`src/rtl/adder_4bit_pkg.sv`:
```
// adder_4bit_pkg: reset values of the registered adder outputs.
package adder_4bit_pkg;
   localparam logic [3:0] SUM_RST   = 4'b0000;
   localparam logic       COUT_RST  = 1'b0;
   localparam logic       OVF_RST   = 1'b0;
   localparam logic       ZERO_RST  = 1'b1;
   localparam logic       VALID_RST = 1'b0;
endpackage

```
`src/rtl/adder_4bit_full_adder.sv`:
```
// full_adder: single-bit combinational full-adder cell.
module full_adder (
   input  logic a,
   input  logic b,
   input  logic cin,
   output logic sum,
   output logic cout
);
   logic p;
   assign p    = a ^ b;
   assign sum  = p ^ cin;
   assign cout = (a & b) | (cin & p);
endmodule

```
`src/rtl/adder_4bit.sv`:
```
// adder_4bit: registered 4-bit ripple-carry adder with carry-out, signed overflow and zero flags.
module adder_4bit
   import adder_4bit_pkg::*;
(
   input  logic       clk,
   input  logic       rst_n,
   input  logic       en,
   input  logic [3:0] a,
   input  logic [3:0] b,
   input  logic       cin,
   output logic [3:0] sum,
   output logic       cout,
   output logic       ovf,
   output logic       zero,
   output logic       valid
);
   localparam int WIDTH = 4;
   logic [WIDTH:0]   c;
   logic [WIDTH-1:0] s;
   logic [WIDTH-1:0] sum_q, sum_d;
   logic             cout_q, cout_d, ovf_q, ovf_d, zero_q, zero_d, valid_q, valid_d;
   assign c[0] = cin;
   for (genvar i = 0; i < WIDTH; i++) begin : g_fa
      full_adder u_fa (
         .a   (a[i]),
         .b   (b[i]),
         .cin (c[i]),
         .sum (s[i]),
         .cout(c[i+1])
      );
   end
   // Flags come from the core this cycle; disabled cycles hold the last result.
   always_comb begin
      sum_d   = en ? s : sum_q;
      cout_d  = en ? c[WIDTH] : cout_q;
      ovf_d   = en ? c[WIDTH-1] ^ c[WIDTH] : ovf_q;
      zero_d  = en ? ~|s : zero_q;
      valid_d = en;
   end
   always_ff @(posedge clk or negedge rst_n) begin
      if (!rst_n) begin
         sum_q   <= SUM_RST;
         cout_q  <= COUT_RST;
         ovf_q   <= OVF_RST;
         zero_q  <= ZERO_RST;
         valid_q <= VALID_RST;
      end else begin
         sum_q   <= sum_d;
         cout_q  <= cout_d;
         ovf_q   <= ovf_d;
         zero_q  <= zero_d;
         valid_q <= valid_d;
      end
   end
   assign sum   = sum_q;
   assign cout  = cout_q;
   assign ovf   = ovf_q;
   assign zero  = zero_q;
   assign valid = valid_q;
endmodule

```
`config.mk`:
```
export PLATFORM = sky130hd
export DESIGN_NAME = adder_4bit
export DESIGN_NICKNAME = d
export VERILOG_FILES = /design/src/rtl/adder_4bit_pkg.sv /design/src/rtl/adder_4bit_full_adder.sv /design/src/rtl/adder_4bit.sv
export SDC_FILE = /design/constraint.sdc
export NUM_CORES = 1
export LEC_CHECK = 0
export BUFFER_PORTS_ARGS = -buffer_cell sky130_fd_sc_hd__buf_2
export CELL_PAD_IN_SITES_DETAIL_PLACEMENT = 0
export CELL_PAD_IN_SITES_GLOBAL_PLACEMENT = 2
export CORE_UTILIZATION = 29
export DETAILED_ROUTE_END_ITERATION = 10
export GPL_ROUTABILITY_DRIVEN = 0
export PLACE_DENSITY = 0.76
export SLEW_MARGIN = 20
export SYNTH_ARGS = -nofsm -noshare
export SYNTH_HDL_FRONTEND = slang
export SYNTH_SLANG_ARGS = --single-unit
export TNS_END_PERCENT = 1
```
`constraint.sdc`:
```
create_clock -name clk -period 1.2 [get_ports clk]
set_input_delay 0.3 -clock clk [delete_from_list [all_inputs] [get_ports clk]]
set_output_delay 0.3 -clock clk [all_outputs]
set_load 0.05 [all_outputs]
```
==> insert_results.sql, run 1 <==
INSERT INTO impl_metrics (metric_group, metric, value, unit) VALUES
('outcome', 'run_status', 'finished, violations left', ''),
('outcome', 'failing_checks', 'negative setup slack', ''),
('worst_setup_path', 'endpoint_kind', 'flip-flop', ''),
('clock_tree', 'clock-sinks', '8', ''),
('synthesis', 'synth-compound-area-share', '0', '%'),
('timing', 'finClkSkew', '0', 'ns'),
('die', 'std_cell_rows', '13', ''),
('timing', 'post-route-min-period', '2.213', 'ns'),
('synthesis', 'synth_fa_ha_area_share', '18.60', '%'),
('die', 'die-area', '0.001642', 'sq mm'),
('route', 'drt.antenna.violating_nets', '0', ''),
('clock_tree', 'cts_max_path_buffers', '2', ''),
('synthesis', 'synth-seq-cells', '8', ''),
('finish', 'diodes', '0', ''),
('clock_tree', 'cell_at_the_root_of_the_clock_tree', 'sky130_fd_sc_hd__clkbuf_4', ''),
('route', 'drc', '0', ''),
('clock_tree', 'cts_tree', 'built', ''),
('die', 'dieWidth', '40.53', 'um'),
('timing', 'max_freq', '452.0', 'MHz'),
('global_route', 'global_route_total_overflow', '0', ''),
('pwr', 'cellInternalPower', '0.6129', 'mW'),
('pwr', 'power_switching_share', '37.91', '%'),
('pwr', 'static-leakage-power', '0.3122', 'nW'),
('hold_path', 'timing.hold.worst.class', 'in2reg', ''),
('pwr', 'power.share.combinational', '42.9', '%'),
('die', 'initial_standard_cell_utilization_of_the_core', '32.27', '%'),
('pwr', 'seq_power_share', '35.3', '%'),
('clock_tree', 'cts_inserted_buffers', '3', ''),
('finish', 'area.growth.synth_to_final', '43.02', '%'),
('clock_tree', 'cts.clk_slew.worst_paths', '0.05', 'ns'),
('pwr', 'pwr-share-clk', '21.7', '%'),
('pwr', 'power.density_cell_area', '1603', 'mW/mm^2'),
('route', 'route.vias.total', '273', ''),
('route', 'wirelength', '694', 'um'),
('synthesis', 'post_synth_and_or_nand_nor_area_fraction', '3.488', '%'),
('die', 'chipHeight', '40.53', 'um'),
('pwr', 'fin_total_pwr', '0.9870', 'mW'),
('global_route', 'grt_pass1_vias', '306', ''),
('placement', 'worst_setup_slack_before_clock_tree_synthesis', '-1.361', 'ns'),
('route', 'via_per_inst', '4.075', ''),
('timing', 'setup_viol', '7', ''),
('worst_setup_path', 'setup.worst_path.start', 'cin', ''),
('timing', 'rsz0062_at_grt', 'true', ''),
('synthesis', 'post_synth_instance_area', '430.4', 'sq um'),
('timing', 'final.setup.tns', '-3.695', 'ns'),
('placement', 'port_buffers', '19', ''),
('worst_setup_path', 'arrival', '2.39', 'ns'),
('timing', 'slew_viol_final', '0', ''),
('timing', 'setup_ws', '-1.013', 'ns'),
('synthesis', 'synth_xor_xnor_area_share', '2.035', '%'),
('die', 'ioPinCount', '20', ''),
('timing', 'final_min_period_over_clock_period', '184.4', '%'),
('worst_setup_path', 'worst-path-max-fanout', '2', ''),
('pwr', 'switching_power_summed_over_all_nets', '0.3741', 'mW'),
('worst_setup_path', 'timing.critical_path.required', '1.37', 'ns'),
('timing', 'fin_hold_ws', '0.2975', 'ns'),
('synthesis', 'synth_top_family_by_area', 'multiplexers', ''),
('die', 'fp.coreArea', '0.001334', 'sq mm'),
('global_route', 'grt_max_degree', '9', ''),
('synthesis', 'synth_top_area_cells', 'sky130_fd_sc_hd__dfrtp_1 (41%), sky130_fd_sc_hd__fa_1 (19%), sky130_fd_sc_hd__mux2_4 (17%), sky130_fd_sc_hd__dfstp_2 (6.1%), sky130_fd_sc_hd__mux2i_1 (4.7%)', ''),
('synthesis', 'synthDistinctLibCells', '9', ''),
('clock_tree', 'htree_levels', '1', ''),
('finish', 'layout-drive-gt1-share', '67.31', '%'),
('finish', 'final_common_cell', 'sky130_fd_sc_hd__buf_2', ''),
('synthesis', 'muxShareOfSynthArea', '22.09', '%'),
('synthesis', 'yosys.area.top_type_share', '40.70', '%'),
('clock_tree', 'postCtsSetupRepairBufs', '0', ''),
('global_route', 'grt_antenna_before_repair', '0', ''),
('pwr', 'vdd_ir_drop_max', '504.0', 'uV'),
('route', 'initialDrtViolationCount', '0', ''),
('run', 'drv_cap', '0', '');
[timing repair]
item | 4_1_cts | 5_1_grt
hold buffers | 1 | 0
hold endpoints to repair | 7 | 0
gates resized for setup | 4 | 3
endpoints found under the setup margin | 7 | 10
pin swaps | 4 | 0
[critical path, cell delays in order]
cell and delay, ns:
sky130_fd_sc_hd__buf_6 0.09, sky130_fd_sc_hd__fa_2 0.38, sky130_fd_sc_hd__fa_2 0.34, sky130_fd_sc_hd__fa_2 0.35, sky130_fd_sc_hd__inv_2 0.07, sky130_fd_sc_hd__fa_1 0.43
sky130_fd_sc_hd__nor4b_2 0.17, sky130_fd_sc_hd__mux2_4 0.25
[worst paths after layout]
kind | end | slack [ns] | cells past startpoint
min in group asynchronous | sum[3]$_DFFE_PN0P_ | 0.42 | 2
max in group asynchronous | zero$_DFFE_PN1P_ | 0.55 | 2
worst min-delay path | valid$_DFF_PN0_ | 0.30 | 1
worst min register to register | sum[0]$_DFFE_PN0P_ | 0.51 | 1
worst max register to register | ovf$_DFFE_PN0P_ | 0.43 | 1
worst max-delay path | zero$_DFFE_PN1P_ | -1.01 | 8
[metal layers]
metal  share of wire, %  GRT usage, %
met5                  0             0
met4                2.7         15.00
met3                5.9         1.667
met2                 49         17.06
met1                 42         13.06
[stage by stage]
stage | instances | instance area [sq um] | util (%)
floorplan | 27 | 437.9 | -
detailed placement | 62 | 555.5 | 41.65
global placement | 62 | 555.5 | 41.65
CTS | 67 | 608.1 | 45.59
finish | 67 | 615.6 | 46.15
global route | 67 | 615.6 | 46.15
[kinds of logic after synthesis]
logic type,count (synthesis)
XOR/XNOR,1
multiplexers,7
flip-flops,8
adder cells (fa/ha/maj),4
buffers and inverters,6
AND/OR/NAND/NOR,1
[state kept, by name (all words and copies together), names as in the netlist]
name / count
sum: 4
cout: 1
ovf: 1
valid: 1
zero: 1
[cell usage after synthesis (all sizes together)]
library cell  instances
nor4b                 1
buf                   1
inv                   5
mux2                  5
dfrtp                 7
fa                    4
mux2i                 2
dfstp                 1
xnor2                 1
[cell type report]
cell class	count	area, sq um	share of cell area, %
clock buffer	4	26.28	4.268
inverter	5	18.77	3.049
multi-input combinational	13	206.4	33.54
sequential	8	201.4	32.72
tap	15	18.77	3.049
timing repair buffer	22	143.9	23.37
[power groups by stage]
stage / Combinational (mW) / Sequential (mW) / Clock (mW)
global route: 0.453 / 0.356 / 0.240
floorplan: 0.128 / 0.526 / 0
CTS: 0.420 / 0.349 / 0.224
global placement: 0.405 / 0.349 / 0
finish: 0.424 / 0.349 / 0.214
detailed placement: 0.410 / 0.351 / 0
(Power assumes the default switching activity.)
==> inputs of run 2 (changes only) <==
--- a/config.mk
+++ b/config.mk
@@ -5,14 +5,15 @@
 export SDC_FILE = /design/constraint.sdc
 export NUM_CORES = 1
 export LEC_CHECK = 0
+export ABC_AREA = 1
+export ABC_CLOCK_PERIOD_IN_PS = 1200
 export BUFFER_PORTS_ARGS = -buffer_cell sky130_fd_sc_hd__buf_2
 export CELL_PAD_IN_SITES_DETAIL_PLACEMENT = 0
 export CELL_PAD_IN_SITES_GLOBAL_PLACEMENT = 2
-export CORE_UTILIZATION = 29
+export CORE_UTILIZATION = 25
 export DETAILED_ROUTE_END_ITERATION = 10
 export GPL_ROUTABILITY_DRIVEN = 0
-export PLACE_DENSITY = 0.76
-export SLEW_MARGIN = 20
+export PLACE_DENSITY = 0.77
 export SYNTH_ARGS = -nofsm -noshare
 export SYNTH_HDL_FRONTEND = slang
 export SYNTH_SLANG_ARGS = --single-unit
==> run 2 against run 1 <==
  * The flow still finishes with violations (negative setup slack)
  * Maximum frequency is 11% higher
  * Flip-flop and latch count stayed put
  * Global-route usage is 2.0 points lower
  * Wire length is 2.9% higher
  * Clock power is 4% higher
  * Die area is 7.2% higher
  * Setup slack better by 0.22 ns
  * Combinational power is 25% lower
==> insert_results.sql, run 2 <==
INSERT INTO impl_metrics (metric_group, metric, value, unit) VALUES
('outcome', 'run_status', 'finished, violations left', ''),
('outcome', 'failing_checks', 'negative setup slack', ''),
('worst_setup_path', 'arrival', '2.18', 'ns'),
('route', 'via_per_inst', '4.244', ''),
('finish', 'stdcell_count', '82', ''),
('clock_tree', 'cts_max_path_buffers', '2', ''),
('pwr', 'vdd_ir_drop_max', '396.8', 'uV'),
('timing', 'worst_pin_slew', '0.2499', 'ns'),
('synthesis', 'synth_top_area_cells', 'sky130_fd_sc_hd__dfrtp_1 (44%), sky130_fd_sc_hd__fa_1 (20%), sky130_fd_sc_hd__nand2_1 (16%), sky130_fd_sc_hd__dfstp_2 (6.6%), sky130_fd_sc_hd__inv_1 (4.7%)', ''),
('synthesis', 'synth.most_common_cell', 'sky130_fd_sc_hd__nand2_1', ''),
('route', 'route.vias.total', '348', ''),
('timing', 'hold_viol', '0', ''),
('worst_setup_path', 'path_delay_family', 'adder cells', ''),
('synthesis', 'synth-seq-area-share', '50.47', '%'),
('synthesis', 'synthDistinctLibCells', '10', ''),
('global_route', 'grt_pass1_vias', '292', ''),
('die', 'std_cell_rows', '14', ''),
('timing', 'slew_viol_final', '0', ''),
('timing', 'fin_hold_ws', '0.2463', 'ns'),
('synthesis', 'mean_instance_size_in_the_synthesized_netlist', '9.735', 'sq um'),
('die', 'die-area', '0.001760', 'sq mm'),
('finish', 'diodes', '0', ''),
('placement', 'port_buffers', '19', ''),
('synthesis', 'netlist_instances', '41', ''),
('global_route', 'global_route.usage.total', '9.781', '%'),
('placement', 'detailed_place_hpwl', '567.3', 'um'),
('placement', 'numPlacedInstances', '77', ''),
('synthesis', 'synthArstFlopShare', '100.0', '%'),
('route', 'wirelength', '714', 'um'),
('worst_setup_path', 'timing.critical_path.required', '1.39', 'ns'),
('clock_tree', 'clock_insertion_delay_worst_skew', '0.25', 'ns'),
('die', 'ioPinCount', '20', ''),
('global_route', 'grt_antenna_before_repair', '0', ''),
('timing', 'setup_ws', '-0.7967', 'ns'),
('clock_tree', 'cts_tree', 'built', ''),
('route', 'drc', '0', ''),
('global_route', 'grt_max_degree', '10', ''),
('placement', 'worst_setup_slack_before_clock_tree_synthesis', '-1.135', 'ns'),
('worst_setup_path', 'cp_slowest_stage_delay', '0.42', 'ns'),
('timing', 'final_min_period_over_clock_period', '166.4', '%'),
('clock_tree', 'cts.clk_slew.worst_paths', '0.06', 'ns'),
('synthesis', 'synth_nets', '57', ''),
('placement', 'post_dp_cell_area', '529.3', 'sq um'),
('synthesis', 'post_synth_instance_area', '399.1', 'sq um'),
('synthesis', 'synth-seq-cells', '8', ''),
('route', 'drtPass1Iterations', '4', ''),
('worst_setup_path', 'cell_occurring_most_often_along_the_worst_timing_path', 'sky130_fd_sc_hd__fa_2', ''),
('worst_setup_path', 'worst-path-max-fanout', '2', ''),
('clock_tree', 'clock-sinks', '8', ''),
('timing', 'rsz0062_at_grt', 'true', ''),
('pwr', 'power.density_cell_area', '1487', 'mW/mm^2'),
('finish', 'mostFrequentLayoutCells', 'sky130_fd_sc_hd__nand2_1 (17), sky130_fd_sc_hd__buf_2 (17), sky130_fd_sc_hd__dfrtp_1 (7), sky130_fd_sc_hd__inv_1 (4)', ''),
('route', 'initialDrtViolationCount', '6', ''),
('clock_tree', 'cts_inserted_buffers', '3', ''),
('clock_tree', 'htree_levels', '1', ''),
('worst_setup_path', 'critical_path.slowest_cell', 'sky130_fd_sc_hd__fa_1', ''),
('finish', 'layout-drive-gt1-share', '45.45', '%'),
('global_route', 'global_route_total_overflow', '0', ''),
('worst_setup_path', 'worst_setup_path_start_kind', 'input port', ''),
('synthesis', 'yosys_warnings', '0', ''),
('die', 'initial_standard_cell_utilization_of_the_core', '26.50', '%'),
('clock_tree', 'cell_at_the_root_of_the_clock_tree', 'sky130_fd_sc_hd__clkbuf_4', ''),
('die', 'fp.coreArea', '0.001506', 'sq mm'),
('die', 'dieWidth', '41.96', 'um'),
('synthesis', 'postSynth.topFlopCell', 'sky130_fd_sc_hd__dfrtp_1', ''),
('synthesis', 'synth_enable_flop_cells', '0', ''),
('finish', 'stdcell_area', '581.8', 'sq um'),
('worst_setup_path', 'worst-setup-path-type', 'in2reg', ''),
('route', 'drt.antenna.violating_nets', '0', ''),
('synthesis', 'yosys.area.top_type_share', '43.89', '%'),
('clock_tree', 'postCtsSetupRepairBufs', '0', ''),
('finish', 'nets', '83', ''),
('route', 'wire_length_per_cell_after_detailed_routing', '8.707', 'um'),
('timing', 'setup_viol', '7', ''),
('timing', 'post-route-min-period', '1.997', 'ns'),
('global_route', 'grt_first_pass_wirelength', '1214', 'um'),
('finish', 'area.growth.synth_to_final', '45.77', '%'),
('synthesis', 'post_synth_most_frequent_cells', 'sky130_fd_sc_hd__nand2_1 (17), sky130_fd_sc_hd__dfrtp_1 (7), sky130_fd_sc_hd__inv_1 (5)', ''),
('hold_path', 'timing.hold.worst.class', 'in2reg', ''),
('timing', 'max_freq', '500.8', 'MHz'),
('run', 'drv_cap', '0', ''),
('pwr', 'static-leakage-power', '0.3164', 'nW'),
('pwr', 'fin_total_pwr', '0.8651', 'mW'),
('worst_setup_path', 'endpoint_kind', 'flip-flop', ''),
('timing', 'finClkSkew', '0', 'ns'),
('worst_setup_path', 'path_buf_inv', '3', ''),
('synthesis', 'synth_top_area_cell', 'sky130_fd_sc_hd__dfrtp_1', ''),
('die', 'chipHeight', '41.96', 'um'),
('finish', 'largest_register_ff_count', '4', ''),
('timing', 'max-slew-margin-rel', '83.45', '%'),
('worst_setup_path', 'cell_chain_of_the_critical_path', 'buf_6, fa_2, fa_2, fa_2, inv_2, fa_1, inv_1, nor2_1, nand3_1, nand2_1', '');
-- run 2: changes by cell type in the layout (fill, tap and decap cells not counted), sizes merged --
cell and delta:
buf +2, clkbuf -3, inv +1, mux2 -5, mux2i -2, nand2 +17, nand3 +2, nor2 +2
nor4b -1, o21ai +2, xnor2 -1
-- run 2: area by class of cell --
class                   instances  area [sq um]
well taps                      16         20.02
fillers                       160         924.6
repair buffers                 21         128.9
clock buffers                   4         26.28
multi-input cells              27         182.7
inverters                       6         22.52
flip-flops and latches          8         201.4
-- run 2: cell families (layout without fill, tap and decap cells) --
family | Yosys count | after routing | share of synthesized area (%)
adder cells (fa/ha/maj) | 4 | 4 | 20.06
flip-flops | 8 | 8 | 50.47
buffers and inverters | 6 | 31 | 5.642
AND/OR/NAND/NOR | 21 | 21 | 20.38
AO/OA/AOI/OAI | 2 | 2 | 3.447
-- run 2: power by group --
group	switching, mW	leakage, nW	internal (mW)
Sequential	0.0184	0.0949	0.310
Combinational	0.217	0.207	0.0981
Clock	0.0942	0.0150	0.127
Total	0.330	0.316	0.535
-- run 2: metrics by stage --
stage | utilization (%) | TNS (ns)
after global routing | 38.62 | -3.441
final | 38.62 | -3.079
after global placement | 35.13 | -5.065
after floorplan | - | -3.975
after CTS | 38.62 | -3.125
after detailed placement | 35.13 | -5.064
-- run 2: what timing repair did --
action                                 4_1_cts  5_1_grt
hold buffers                                 1        0
setup endpoints to repair                    7        7
endpoints found under the hold margin        7        0
pin swaps                                    6        4
gates resized for setup                      4        0
-- run 2: path summary, 6_finish.rpt --
kind / start / endpoint / slack, ns / depth (start not counted)
hold reg to reg: sum[0]$_DFFE_PN0P_ / sum[0]$_DFFE_PN0P_ / 0.47 / 2
min in group asynchronous: rst_n / ovf$_DFFE_PN0P_ / 0.41 / 2
setup / recovery: cin / zero$_DFFE_PN1P_ / -0.80 / 10
max in group asynchronous: rst_n / zero$_DFFE_PN1P_ / 0.56 / 2
hold / removal: en / valid$_DFF_PN0_ / 0.25 / 1
setup reg to reg: zero$_DFFE_PN1P_ / zero$_DFFE_PN1P_ / 0.49 / 2
-- run 2: routing by layer --
metal / vias up / track usage (%) / wire length, um
li1: 174 / - / -
met1: 154 / 12.81 / 342
met4: 0 / 11.61 / 19
met5: - / 0 / 0
met2: 18 / 12.50 / 301
met3: 2 / 1.304 / 50
